### src/rtl/mem_port_arbiter_if.sv
// mem_port_arbiter_if: fetch port, load/store port and data_memory port of the
// shared single-port memory. slave = arbiter view, master = clients + memory.
`timescale 1ns/1ps
interface mem_port_arbiter_if #(
  parameter int ADDR_WIDTH = 16
);
  // fetch port
  logic                  i_req;
  logic [ADDR_WIDTH-1:0] i_addr;
  logic                  i_done;
  logic [15:0]           i_rdata;
  // load/store port
  logic                  d_req;
  logic                  d_wr;
  logic [ADDR_WIDTH-1:0] d_addr;
  logic [15:0]           d_wdata;
  logic                  d_done;
  logic [15:0]           d_rdata;
  logic                  d_err;
  // data_memory side
  logic [ADDR_WIDTH-1:0] mem_addr;
  logic [15:0]           mem_wdata;
  logic                  mem_en;
  logic                  mem_wr;
  logic [15:0]           mem_rdata;

  modport slave (
    input  i_req, i_addr, d_req, d_wr, d_addr, d_wdata, mem_rdata,
    output i_done, i_rdata, d_done, d_rdata, d_err,
           mem_addr, mem_wdata, mem_en, mem_wr
  );

  modport master (
    output i_req, i_addr, d_req, d_wr, d_addr, d_wdata, mem_rdata,
    input  i_done, i_rdata, d_done, d_rdata, d_err,
           mem_addr, mem_wdata, mem_en, mem_wr
  );
endinterface

### src/rtl/mem_port_arbiter.sv
// mem_port_arbiter: shares one single-port data_memory between the fetch (I)
// and load/store (D) ports. Each access holds the memory enabled for
// WAIT_CYCLES cycles, then pulses the owner's done for one cycle.
// Optional: define ARB_ROUND_ROBIN_EN to alternate grants under contention;
// otherwise D has fixed priority over I.
`timescale 1ns/1ps
module mem_port_arbiter #(
  parameter int ADDR_WIDTH  = 16,
  parameter int WAIT_CYCLES = 3
) (
  input  logic                clk,
  input  logic                rst,
  mem_port_arbiter_if.slave   bus
);

  typedef enum logic [1:0] {IDLE, ACCESS, DONE} state_t;

  localparam logic [3:0] CNT_INIT = 4'(WAIT_CYCLES - 1);

  state_t                state, state_nx;
  logic [3:0]            cnt;
  logic                  own_d;    // 1 = D owns the current access
  logic                  wr_q;
  logic                  err_q;
  logic [ADDR_WIDTH-1:0] addr_q;
  logic [15:0]           wdata_q;
  logic [15:0]           i_rdata_q;
  logic [15:0]           d_rdata_q;
  logic                  grant;
  logic                  grant_d;
`ifdef ARB_ROUND_ROBIN_EN
  logic                  last_d;   // 1 = last grant went to D, 0 = I
`endif

  // state register
  always_ff @(posedge clk) begin
    if (!rst) state <= IDLE;
    else      state <= state_nx;
  end

  // next state, arbitration and memory/handshake strobes
  always_comb begin
    state_nx    = state;
    grant       = 1'b0;
    grant_d     = 1'b0;
    bus.mem_en  = 1'b0;
    bus.mem_wr  = 1'b0;
    bus.i_done  = 1'b0;
    bus.d_done  = 1'b0;
    bus.d_err   = 1'b0;
    case (state)
      IDLE: begin
        grant = bus.i_req | bus.d_req;
`ifdef ARB_ROUND_ROBIN_EN
        if (bus.i_req && bus.d_req) grant_d = ~last_d;
        else                        grant_d = bus.d_req;
`else
        grant_d = bus.d_req;
`endif
        if (grant) begin
          // misaligned D access never touches memory
          if (grant_d && bus.d_addr[0]) state_nx = DONE;
          else                          state_nx = ACCESS;
        end
      end
      ACCESS: begin
        bus.mem_en = 1'b1;
        bus.mem_wr = wr_q;
        if (cnt == 4'd0) state_nx = DONE;
      end
      DONE: begin
        bus.i_done = ~own_d;
        bus.d_done = own_d;
        bus.d_err  = own_d & err_q;
        state_nx   = IDLE;
      end
      default: state_nx = IDLE;
    endcase
  end

  // request latch at grant, wait counter and read-data capture
  always_ff @(posedge clk) begin
    if (!rst) begin
      cnt       <= '0;
      own_d     <= 1'b0;
      wr_q      <= 1'b0;
      err_q     <= 1'b0;
      addr_q    <= '0;
      wdata_q   <= '0;
      i_rdata_q <= '0;
      d_rdata_q <= '0;
    end else if (grant) begin
      own_d  <= grant_d;
      wr_q   <= grant_d & bus.d_wr;
      err_q  <= grant_d & bus.d_addr[0];
      addr_q <= grant_d ? bus.d_addr : bus.i_addr;
      if (grant_d) wdata_q <= bus.d_wdata;
      cnt    <= CNT_INIT;
    end else if (state == ACCESS) begin
      if (cnt != 4'd0) begin
        cnt <= cnt - 4'd1;
      end else if (!wr_q) begin
        if (own_d) d_rdata_q <= bus.mem_rdata;
        else       i_rdata_q <= bus.mem_rdata;
      end
    end
  end

`ifdef ARB_ROUND_ROBIN_EN
  // remember who was granted last, error grants included
  always_ff @(posedge clk) begin
    if (!rst)       last_d <= 1'b0;
    else if (grant) last_d <= grant_d;
  end
`endif

  // memory address/data come only from the latched request
  assign bus.mem_addr  = addr_q;
  assign bus.mem_wdata = wdata_q;
  assign bus.i_rdata   = i_rdata_q;
  assign bus.d_rdata   = d_rdata_q;

endmodule

### src/flat_wrapper.sv
// flat-port wrapper written by rule: the top's interface ports become plain ports
module mem_port_arbiter_flat 
#(
  parameter int ADDR_WIDTH  = 16,
  parameter int WAIT_CYCLES = 3
)
  (clk, rst, bus_i_req, bus_i_addr, bus_d_req, bus_d_wr, bus_d_addr, bus_d_wdata, bus_mem_rdata, bus_i_done, bus_i_rdata, bus_d_done, bus_d_rdata, bus_d_err, bus_mem_addr, bus_mem_wdata, bus_mem_en, bus_mem_wr);
  mem_port_arbiter_if #(.ADDR_WIDTH(ADDR_WIDTH)) bus_i ();
  input  logic clk;
  input  logic rst;
  input wire logic [$bits(bus_i.i_req)-1:0] bus_i_req;
  input wire logic [$bits(bus_i.i_addr)-1:0] bus_i_addr;
  input wire logic [$bits(bus_i.d_req)-1:0] bus_d_req;
  input wire logic [$bits(bus_i.d_wr)-1:0] bus_d_wr;
  input wire logic [$bits(bus_i.d_addr)-1:0] bus_d_addr;
  input wire logic [$bits(bus_i.d_wdata)-1:0] bus_d_wdata;
  input wire logic [$bits(bus_i.mem_rdata)-1:0] bus_mem_rdata;
  output wire logic [$bits(bus_i.i_done)-1:0] bus_i_done;
  output wire logic [$bits(bus_i.i_rdata)-1:0] bus_i_rdata;
  output wire logic [$bits(bus_i.d_done)-1:0] bus_d_done;
  output wire logic [$bits(bus_i.d_rdata)-1:0] bus_d_rdata;
  output wire logic [$bits(bus_i.d_err)-1:0] bus_d_err;
  output wire logic [$bits(bus_i.mem_addr)-1:0] bus_mem_addr;
  output wire logic [$bits(bus_i.mem_wdata)-1:0] bus_mem_wdata;
  output wire logic [$bits(bus_i.mem_en)-1:0] bus_mem_en;
  output wire logic [$bits(bus_i.mem_wr)-1:0] bus_mem_wr;
  assign bus_i.i_req = bus_i_req;
  assign bus_i.i_addr = bus_i_addr;
  assign bus_i.d_req = bus_d_req;
  assign bus_i.d_wr = bus_d_wr;
  assign bus_i.d_addr = bus_d_addr;
  assign bus_i.d_wdata = bus_d_wdata;
  assign bus_i.mem_rdata = bus_mem_rdata;
  assign bus_i_done = bus_i.i_done;
  assign bus_i_rdata = bus_i.i_rdata;
  assign bus_d_done = bus_i.d_done;
  assign bus_d_rdata = bus_i.d_rdata;
  assign bus_d_err = bus_i.d_err;
  assign bus_mem_addr = bus_i.mem_addr;
  assign bus_mem_wdata = bus_i.mem_wdata;
  assign bus_mem_en = bus_i.mem_en;
  assign bus_mem_wr = bus_i.mem_wr;
  mem_port_arbiter #(.ADDR_WIDTH(ADDR_WIDTH), .WAIT_CYCLES(WAIT_CYCLES)) u_core (.clk(clk), .rst(rst), .bus(bus_i));
endmodule
### config.mk
export PLATFORM = sky130hd
export DESIGN_NAME = mem_port_arbiter_flat
export DESIGN_NICKNAME = d
export VERILOG_FILES = /design/src/rtl/mem_port_arbiter_if.sv /design/src/rtl/mem_port_arbiter.sv /design/src/flat_wrapper.sv
export SDC_FILE = /design/constraint.sdc
export NUM_CORES = 1
export LEC_CHECK = 0
export ABC_AREA = 1
export CELL_PAD_IN_SITES_DETAIL_PLACEMENT = 1
export CELL_PAD_IN_SITES_GLOBAL_PLACEMENT = 2
export CORE_MARGIN = 3
export CORE_UTILIZATION = 34
export DETAILED_ROUTE_END_ITERATION = 10
export DONT_BUFFER_PORTS = 1
export PLACE_DENSITY = 0.9
export RECOVER_POWER = 100
export SYNTH_ARGS = -nofsm -noshare
export SYNTH_HDL_FRONTEND = slang
export SYNTH_SLANG_ARGS = --single-unit
### constraint.sdc
create_clock -name clk -period 3.35 [get_ports clk]
set_clock_uncertainty 0.1 [all_clocks]
set_input_delay 0.8375 -clock clk [delete_from_list [all_inputs] [get_ports clk]]
set_output_delay 0.8375 -clock clk [all_outputs]
set_load 0.01 [all_outputs]
## After elaboration in Yosys (flattened, before gate mapping)

Index checks and enable logic that the tools add are counted.

- Logic and storage cells: 52
- Flip-flop bits (word level): 73
- Bits of input ports: 69

- Bitwise gates (word level): 9
- Equality and inequality tests: 4
- Add/subtract/negate cells: 1
- Reduce and logical (&&, ||, !) cells: 13
- Multiplexer cells: 15

Operators by type and width:

| kind | number |
|---|---|
| $mux W16 | 1 |
| $mux W2 | 6 |
| $reduce_and A5 Y1 | 2 |
| $reduce_and A2 Y1 | 4 |
| $mux W1 | 7 |
| $not A1 Y1 | 5 |
| $logic_not A4 Y1 | 1 |
| $ne A2 B1 Y1 const B | 2 |
| $pmux W2 S2 | 1 |
| $reduce_bool A2 Y1 | 2 |
| $reduce_bool A4 Y1 | 1 |
| $sub A4 B1 Y4 const B | 1 |
| $and A1 B1 Y1 | 3 |
| $eq A2 B1 Y1 const B | 1 |
| $eq A2 B2 Y1 const B | 1 |
| $logic_not A2 Y1 | 1 |
| $reduce_or A2 Y1 | 1 |
| $logic_and A1 B1 Y1 | 1 |
| $or A1 B1 Y1 | 1 |

## Longest topological paths before layout

Gate-level depths: netlist of run 1.

- Word-level depth: 4
- Mapped depth: 9
- Depth with buffers taken out: 8

## Worst setup path before layout of run 1

No wires, ideal clock.

- Path kind: in2reg
- From: input port bus_i_req
- To: register u_core.i_rdata_q[10] (netlist: u_core.bus.i_rdata[10])
- Path buffers: 1
- Arrival time: 1486 ps
- Stages on the path: 7
- Library setup time: 113 ps
- Setup slack: 1652 ps
- Required time: 3137 ps
- Path through: inv_1 > nand2_1 > nand2_4 > nand3_2 > buf_4 > nor2_1 > nor2_1

- Longest elaborated chain between the ends: 4

Ends and longest elaborated chain:

| what | line | source |
|---|---|---|
| start: declaration | flat_wrapper.sv:11 | `input wire logic [$bits(bus_i.i_req)-1:0] bus_i_req;` |
| $or A1 B1 Y1 | mem_port_arbiter.sv:53 | `grant = bus.i_req \| bus.d_req;` |
| $mux W1 | mem_port_arbiter.sv:51 | `case (state)` |
| $not A1 Y1 (no line) | -- |  |
| $reduce_and A5 Y1 (no line) | -- |  |
| end signal: assignment | mem_port_arbiter.sv:104 | `else i_rdata_q <= bus.mem_rdata;` |
| end: declaration | mem_port_arbiter.sv:27 | `logic [15:0] i_rdata_q;` |

Every way passes these cells.
A chain may end at the register's enable or synchronous reset.

## Worst setup path in the final report of run 1

- From: register u_core.cnt[0]
- To: register u_core.i_rdata_q[6] (netlist: u_core.bus.i_rdata[6])

- Longest elaborated chain between the ends: 3

Ends and longest elaborated chain:

| what | line | source |
|---|---|---|
| start: declaration | mem_port_arbiter.sv:21 | `logic [3:0] cnt;` |
| start signal: assignment | mem_port_arbiter.sv:101 | `cnt <= cnt - 4'd1;` |
| $reduce_bool A4 Y1 | mem_port_arbiter.sv:100 | `if (cnt != 4'd0) begin` |
| $not A1 Y1 (no line) | -- |  |
| $reduce_and A5 Y1 (no line) | -- |  |

Every way passes these cells.

==> out/metrics.yaml, run 1 <==
synthesis:
  yosysSeqAreaShare_pct: 47.38
  syn-cell-area_um2: 3084
  ys_seq_elements: 73
  avgSynthCellArea_um2: 6.994
  syn_nets: 511
  yosys_warnings: 0
  synthCells: 441
  synth_cell_types: 25
grt:
  overflow: 0
  grt_start_max_net_pins: 54
  antenna_found_initial: 0
  track_usage_pct: 16.18
  grt_pass1_wl_um: 13150
  first_global_vias: 2679
cells_and_area:
  ff_latch_area_um2: 1461
  nets: 502
  fin_cells: 545
  most-common-layout-cells: "nor2_1 (123), nand2_1 (85), dfxtp_1 (73)"
  syn_to_final_growth_pct: 6.734
  layout-drive-gt1-share_pct: 6.178
  final_common_cell: "nor2_1"
  num_antenna_cells: 0
  multi_input_area_um2: 1276
  fillers: 1142
setup_path:
  r2r_cells: 7
  path_class: "reg2reg"
  rrSetupSlack_ns: 0.87
  critPathMaxFanout: 32
  worstPathRequired_ns: 3.48
  worstPathArrival_ns: 2.61
  cpMostUsedCell: "nor2_1"
  critPathLaunchType: "flip-flop"
  max_stage_delay_ns: 0.87
  reg2reg_to: "u_core.bus.i_rdata[6]$_SDFFE_PN0P_"
  cpMaxStageDelayCell: "nand3_1"
  path_cells: "inv_1 -> ha_1 -> nand2_1 -> nor2_1 -> nand3_1 -> nor2_1 -> nor2_1"
  crit_path_end_kind: "flip-flop"
  r2r-start: "u_core.cnt[0]$_SDFFE_PP0P_"
cts:
  clk_pin_slew_worst_paths_ns: 0.08
  clock_latency_ns: 0.34
  cts_tree: "done"
  cts-hold-fix-buffers: 0
  cts_sinks: 73
  ctsLongestPathBuffers: 2
  cts_buffers: 9
  clock-root-buffer: "clkbuf_8"
  cts_repair_resize_count: 0
  cts_setup_buffers: 0
  h-tree-depth: 3
placement:
  globalplace.congestion: 0.7485
  dp_hpwl_um: 5757
  pre_cts_slack_ns: 1.157
  dp_cells: 529
  numPortBuffers: 0
drt:
  drc_errors: 0
  wl_per_cell_um: 14.88
  num_vias: 2652
  top_layer: "met4"
  ant_nets: 0
  viasPerCell: 4.866
  m1WireLength_um: 3338
  wl_met3_um: 951
  first_pass_iters: 4
  routed_wl_um: 8110
  drt_iter0_markers: 77
  dr_wl_met2_um: 3739
status:
  status: "finished, final reports clean"
sta:
  period_share_pct: 73.91
  worst_slew_pin_slew_ns: 1.195
  setup_tns_ns: 0
  min_period_ns: 2.476
  grt_setup_unrepaired: "no"
  max_freq_ghz: 0.4039
  hold_slack_ns: 0.3703
  hold_violations: 0
  layout_setup_ws_ns: 0.8739
  drv_slew: 0
  setup_violations: 0
  relSlewSlack_pct: 20.04
worst_hold_path:
  holdPathStages: 2
  hold_path_end: "u_core.cnt[0]$_SDFFE_PP0P_"
  min_from: "u_core.cnt[0]$_SDFFE_PP0P_"
  min_path_type: "reg2reg"
floorplan:
  core_um2: 8763
  ios: 138
  start_util_pct: 35.19
  dieArea_um2: 10250
  die_h_um: 101.2
  fp.dieW_um: 101.2
  num_rows: 34
power:
  p_total_uw: 2066
  p_leak_uw: 0.001485
  power.density_nw_per_um2: 627.6
  peakVddDrop_mv: 0.2227
flow_run:
  cap_violations: 0
==> metrics by stage <==
| step | utilization, % | cell area, µm² |
|---|---|---|
| floorplan | - | 3084 |
| global placement | 35.22 | 3087 |
| detailed placement | 35.22 | 3087 |
| CTS | 37.82 | 3314 |
| global route | 37.56 | 3292 |
| finish | 37.56 | 3292 |
==> logic make-up after synthesis <==
| family | after synthesis | synth area share (%) |
|---|---|---|
| DFF | 73 | 47.38 |
| buffers and inverters | 71 | 10.51 |
| adders and majority gates | 1 | 0.4056 |
| AOI/OAI and AO/OA | 56 | 9.331 |
| and+or+nand+nor | 240 | 32.37 |
==> worst max-delay path by stage <==
stage,to,from,cells after the start
after floorplan,u_core.bus.i_rdata[10]$_SDFFE_PN0P_,bus_i_req,7
after global placement,u_core.bus.mem_addr[5]$_SDFFE_PN0P_,bus_d_req,4
after detailed placement,u_core.bus.mem_addr[5]$_SDFFE_PN0P_,bus_d_req,4
after CTS,bus_d_err,u_core.state[0]$_SDFFE_PN0P_,3
after global routing,u_core.bus.mem_addr[12]$_SDFFE_PN0P_,u_core.state[0]$_SDFFE_PN0P_,5
final,u_core.bus.i_rdata[6]$_SDFFE_PN0P_,u_core.cnt[0]$_SDFFE_PP0P_,7
==> sequential cells by signal, indices dropped and copies added (netlist names) <==
register and flops:
u_core.own_d 1, u_core.bus.d_rdata 16, u_core.wr_q 1, u_core.bus.mem_wdata 16, u_core.bus.mem_addr 16, u_core.bus.i_rdata 16
u_core.state 2, u_core.err_q 1, u_core.cnt 4
==> synth_stat cells (all sizes together) <==
cell	instances	area (µm²)
nor3	1	5.000
nand2	88	352.8
o22ai	1	6.260
dfxtp	73	1461
o21ai	48	240.2
clkbuf	5	18.77
nor2	127	509.2
ha	1	12.51
buf	15	113.9
nand4	1	6.260
inv	51	191.4
o32ai	1	8.760
a211oi	1	7.510
nand3	23	125.1
a21oi	5	25.02
==> cell type report <==
type / count / share of cell area (%)
Sequential cell: 73 / 44.39
Multi-Input combinational cell: 297 / 38.77
Inverter: 51 / 5.815
Clock buffer: 10 / 4.181
Tap cell: 108 / 4.105
Clock inverter: 6 / 2.737
==> where the power goes <==
part | total [µW] | internal (µW) | switching (µW) | leakage (µW)
Clock | 802 | 443 | 359 | 0.000113
Sequential | 1020 | 941 | 82.3 | 0.000598
Combinational | 241 | 74.3 | 167 | 0.000775
Total | 2070 | 1460 | 608 | 0.00149
==> critical path, delay by kind of cell (launching register included) <==
kind / cells / cell delay (ns)
buffers and inverters: 1 / 0.12
and+or+nand+nor: 5 / 1.60
adders and majority gates: 1 / 0.23
DFF: 1 / 0.31
==> layer usage <==
metal	up-vias	global-route usage, %
met5	-	0
met4	0	5.112
met3	7	8.196
met2	98	26.11
met1	1214	18.74
li1	1333	-
Power figures use the tool's default switching activity.
==> run 2: changes to the inputs <==
Settings changed: ABC_AREA 1 to 0, CORE_UTILIZATION 34 to 32, PLACE_DENSITY 0.9 to 0.81.
Clock period 3.35 ns to 2 ns, I/O delays scaled along.
==> run 2 against run 1 <==
  * Total power rose by 53%
  * Worst setup slack got worse by 0.79 ns
  * Non-clock buffer count rose by 5
  * Critical path depth fell by 5
  * Via count fell by 19%
  * Flip-flop and latch count did not move
==> out/metrics.yaml, run 2 <==
drt:
  routed_wl_um: 7349
  first_pass_iters: 4
  drc_errors: 0
  wl_per_cell_um: 16.86
  ant_nets: 0
  viasPerCell: 4.945
  drt_iter0_markers: 77
  num_vias: 2156
synthesis:
  synthMostInstantiatedCell: "dfxtp_1"
  synth_ff_type: "dfxtp_1"
  avgSynthCellArea_um2: 10.05
  synth.top_cells.by_count: "dfxtp_1 (73), mux2i_1 (63), nand2_1 (52)"
  synth_edf_count: 0
  synth_cell_types: 36
  synth_top_area_share_pct: 46.91
  syn-cell-area_um2: 3115
  synth_area_leaders: "dfxtp_1 (47%), mux2i_1 (20%), nand2_1 (6.3%)"
  yosys_warnings: 0
  ys_seq_elements: 73
  syn_nets: 380
  synth.largest_area_cell: "dfxtp_1"
  synthCells: 310
  async_reset_ff_share_pct: 0
  yosysSeqAreaShare_pct: 46.91
floorplan:
  core_um2: 9371
  die_h_um: 104.7
  ios: 138
  num_rows: 35
  start_util_pct: 33.24
  fp.dieW_um: 104.7
  dieArea_um2: 10960
cells_and_area:
  most-common-layout-cells: "dfxtp_1 (71), mux2i_1 (63), nand2_1 (52)"
  syn_to_final_growth_pct: 7.631
  fin_cells: 436
  final_common_cell: "dfxtp_1"
  fillers: 1090
  layout-drive-gt1-share_pct: 11.07
  nets: 372
  num_antenna_cells: 0
sta:
  worst_slew_pin_slew_ns: 0.6551
  period_share_pct: 95.57
  max_freq_ghz: 0.5232
  setup_tns_ns: 0
  min_period_ns: 1.911
  setup_violations: 0
  hold_violations: 0
  grt_setup_unrepaired: "no"
  drv_slew: 0
  relSlewSlack_pct: 56.28
grt:
  grt_pass1_wl_um: 11650
  grt_start_max_net_pins: 88
  first_global_vias: 2212
  overflow: 0
  track_usage_pct: 13.32
  antenna_found_initial: 0
setup_path:
  r2r_cells: 6
  critPathMaxFanout: 5
  critPathLaunchType: "flip-flop"
  worstPathArrival_ns: 1.31
  path_class: "reg2out"
  crit_path_end_kind: "output port"
  worstPathRequired_ns: 1.40
  reg2reg_to: "u_core.bus.d_rdata[15]$_SDFFE_PN0P_"
  rrSetupSlack_ns: 0.20
  r2r-start: "u_core.cnt[0]$_SDFFE_PP0P_"
power:
  power.density_nw_per_um2: 944.1
  peakVddDrop_mv: 0.2810
  p_leak_uw: 0.001586
placement:
  dp_cells: 420
  dp_hpwl_um: 5216
  globalplace.congestion: 0.7419
  numPortBuffers: 0
worst_hold_path:
  holdPathStages: 1
  hold_path_end: "u_core.bus.mem_wdata[11]$_SDFFE_PN0P_"
  min_from: "rst"
  min_path_type: "in2reg"
cts:
  h-tree-depth: 3
  cts_tree: "done"
  ctsLongestPathBuffers: 2
  clock-root-buffer: "clkbuf_8"
  clk_pin_slew_worst_paths_ns: 0.09
  cts_sinks: 73
  cts_buffers: 9
  clock_latency_ns: 0.35
flow_run:
  cap_violations: 0
status:
  status: "finished, final reports clean"
[run 2: routing by layer]
metal	vias up	global-route usage [%]	share of wire, %
li1	1051	-	-
met4	0	6.186	2.2
met2	89	19.97	45
met3	14	5.868	10
met1	1002	16.39	43
met5	-	0	0
[run 2: kinds of logic (layout without fill, tap and decap cells)]
group	after synthesis	count (layout)	synth area share (%)
buffers and inverters	30	27	5.381
adder cells (fa/ha/maj)	1	1	0.4015
AO/OA/AOI/OAI	34	34	8.674
AND/OR/NAND/NOR	109	109	18.39
flip-flops	73	73	46.91
multiplexers	63	63	20.24
[run 2: stage by stage]
step	hold WS (ns)	total power [µW]	instance area (µm²)	util, %	setup slack [ns]
6_report	0.1935	3166	3353	35.78	0.08870
5_1_grt	0.1636	3339	3353	35.78	0.02241
4_1_cts	0.1555	3241	3364	35.90	0.004605
3_5_place_dp	0.3930	2108	3174	33.87	0.2207
3_3_place_gp	0.3843	2093	3174	33.87	0.2911
2_1_floorplan	0.3474	2051	3115	-	0.3657
[run 2: worst max-delay path, cell delays in order, from the launching register on]
cell     delay, ns
dfxtp_1       0.44
and3b_1       0.31
and2_1        0.22
[run 2: worst max-delay path by stage]
stage | from | endpoint | slack (ns) | depth (start not counted)
4_1_cts | u_core.state[1]$_SDFFE_PN0P_ | bus_d_err | 0.005 | 2
3_5_place_dp | u_core.cnt[0]$_SDFFE_PP0P_ | u_core.bus.i_rdata[8]$_SDFFE_PN0P_ | 0.22 | 5
3_3_place_gp | u_core.cnt[0]$_SDFFE_PP0P_ | u_core.bus.i_rdata[12]$_SDFFE_PN0P_ | 0.29 | 5
6_report | u_core.own_d$_SDFFE_PN0P_ | bus_d_err | 0.09 | 2
5_1_grt | u_core.own_d$_SDFFE_PN0P_ | bus_d_err | 0.02 | 2
2_1_floorplan | bus_d_req | u_core.bus.mem_wdata[0]$_SDFFE_PN0P_ | 0.37 | 6
[run 2: power by group]
part           internal, µW  switching [µW]
clock network           472             631
logic                   179             191
registers              1560             131
total                  2210             953
[run 2: final cells by class]
class,count,area [µm²],share of cell area (%)
Clock buffer,9,123.9,3.694
Clock inverter,7,60.06,1.791
Inverter,6,22.52,0.6716
Multi-Input combinational cell,207,1491,44.48
Sequential cell,73,1464,43.66
Tap cell,129,161.4,4.813
Timing Repair Buffer,5,30.03,0.8955
[run 2: repair_timing]
item                       in CTS  in global routing
hold buffers                    0                  0
cloned                          0                  0
gates resized for setup         2                  1
setup endpoints to repair       3                  2
setup buffers                   0                  0
hold endpoints to repair        0                  0
==> run 3: changes to the inputs <==
Settings changed: CORE_ASPECT_RATIO set to 1.4, SKIP_CTS_REPAIR_TIMING set to 1, SKIP_LAST_GASP set to 1.
==> run 3 against run 2 <==
  * Sequential power barely moved
  * Worst setup slack improved by 0.026 ns
  * Via count rose by 0.93%
  * Clock-buffer cell count rose by 2
  * Maximum frequency rose by 1.4%
  * Critical path depth rose by 1
  * Routed wire length fell by 2.9%
  * Clock power rose by 32%
  * Total power rose by 11%
  * First-iteration DRC count fell by 35%
  * Critical endpoint is now bus_mem_wr
  * Largest cell class unchanged
  * Highest routed layer unchanged
==> out/metrics.yaml, run 3 (synthesized netlist as in run 2, its figures left out) <==
cells_and_area:
  most-common-layout-cells: "dfxtp_1 (72), mux2i_1 (63), nand2_1 (52)"
  layout-drive-gt1-share_pct: 9.508
  syn_to_final_growth_pct: 9.237
  final_core_utilization_pct: 35.98
  nets: 370
  num_antenna_cells: 0
  final_common_cell: "dfxtp_1"
  fillers: 1081
  fin_area_um2: 3403
drt:
  viasPerCell: 5.243
  wl_per_cell_um: 17.19
  num_vias: 2176
  drc_errors: 0
  routed_wl_um: 7134
  drt_iter0_markers: 50
  ant_nets: 0
  first_pass_iters: 4
grt:
  first_global_vias: 2184
  overflow: 0
  track_usage_pct: 12.62
  antenna_found_initial: 0
  grt_start_max_net_pins: 88
  grt_pass1_wl_um: 10610
placement:
  numPortBuffers: 0
  postPlaceCellArea_um2: 3136
  dp_hpwl_um: 5107
  globalplace.congestion: 0.6985
setup_path:
  path_cells: "nand2b_4 -> inv_2 -> and2_1"
  path_buf_inv: 1
  cp_top_family: "simple AND/OR/NAND/NOR gates"
  cpMaxStageDelayCell: "dfxtp_1"
  critPathMaxFanout: 8
  rrSetupSlack_ns: 0.24
  critPathLaunchType: "flip-flop"
  worstPathArrival_ns: 1.29
  path_class: "reg2out"
  worstPathRequired_ns: 1.40
  crit_path_end_kind: "output port"
  max_stage_delay_ns: 0.43
power:
  peakVddDrop_mv: 0.4065
  p_int_uw: 2607
  pwr-share-comb_pct: 10.3
  p_clk_share_pct: 41.4
  p_leak_uw: 0.001626
  p_sw_share_pct: 25.65
  power.density_nw_per_um2: 1030
  p_seq_share_pct: 48.3
  power.switching_uw: 899.4
floorplan:
  start_util_pct: 32.94
  dieArea_um2: 10970
  fp.dieW_um: 89.39
  num_rows: 42
  ios: 138
  core_um2: 9459
  die_h_um: 122.7
cts:
  cts_sinks: 73
  clk_pin_slew_worst_paths_ns: 0.06
  clock-root-buffer: "clkbuf_16"
  h-tree-depth: 3
  cts_buffers: 9
  cts_tree: "done"
  ctsLongestPathBuffers: 2
  clock_latency_ns: 0.32
sta:
  relSlewSlack_pct: 55.74
  drv_slew: 0
  worst_slew_pin_slew_ns: 0.6632
  grt_setup_unrepaired: "no"
  setup_tns_ns: 0
  period_share_pct: 94.27
  setup_violations: 0
  hold_violations: 0
  max_freq_ghz: 0.5304
  min_period_ns: 1.885
flow_run:
  cap_violations: 0
status:
  status: "finished, final reports clean"
worst_hold_path:
  min_path_type: "in2reg"
[run 3: metrics by stage]
step | cells | power [µW] | hold WS, ns | setup slack (ns)
finish | 415 | 3507 | 0.2088 | 0.1145
global route | 415 | 3712 | 0.1994 | 0.009224
CTS | 415 | 3585 | 0.1947 | -0.02517
detailed placement | 399 | 2101 | 0.3798 | 0.2151
global placement | 399 | 2083 | 0.3873 | 0.2527
floorplan | 310 | 2051 | 0.3474 | 0.3657
[run 3: path summary, 6_finish.rpt]
| kind | start | to | depth (start not counted) |
|---|---|---|---|
| worst min register to register | u_core.err_q$_SDFFE_PN0P_ | u_core.err_q$_SDFFE_PN0P_ | 2 |
| worst max register to register | u_core.cnt[0]$_SDFFE_PP0P_ | u_core.bus.i_rdata[14]$_SDFFE_PN0P_ | 5 |
| worst min-delay path | bus_d_addr[0] | u_core.err_q$_SDFFE_PN0P_ | 2 |
| worst max-delay path | u_core.state[1]$_SDFFE_PN0P_ | bus_mem_wr | 3 |
[run 3: per-layer routing]
metal	up-vias	track usage, %	part of all wire (%)
met3	9	6.044	9.7
met4	0	5.307	1.3
met5	-	0	0
met1	1041	13.58	39
li1	1041	-	-
met2	85	20.85	50
[run 3: layout make-up]
type	count	area (µm²)	area share, %
repair buffers	3	20.02	0.5882
flip-flops and latches	73	1463	42.98
well taps	110	137.6	4.044
clock buffers	11	242.7	7.132
inverters	6	22.52	0.6618
multi-input cells	207	1486	43.68
clock inverters	5	31.28	0.9191
[run 3: power groups by stage]
| stage | Sequential [µW] | Clock, µW | Combinational (µW) |
|---|---|---|---|
| floorplan | 1690 | 0 | 362 |
| CTS | 1700 | 1510 | 375 |
| finish | 1690 | 1450 | 362 |
| global placement | 1730 | 0 | 357 |
| global route | 1710 | 1590 | 409 |
| detailed placement | 1730 | 0 | 374 |
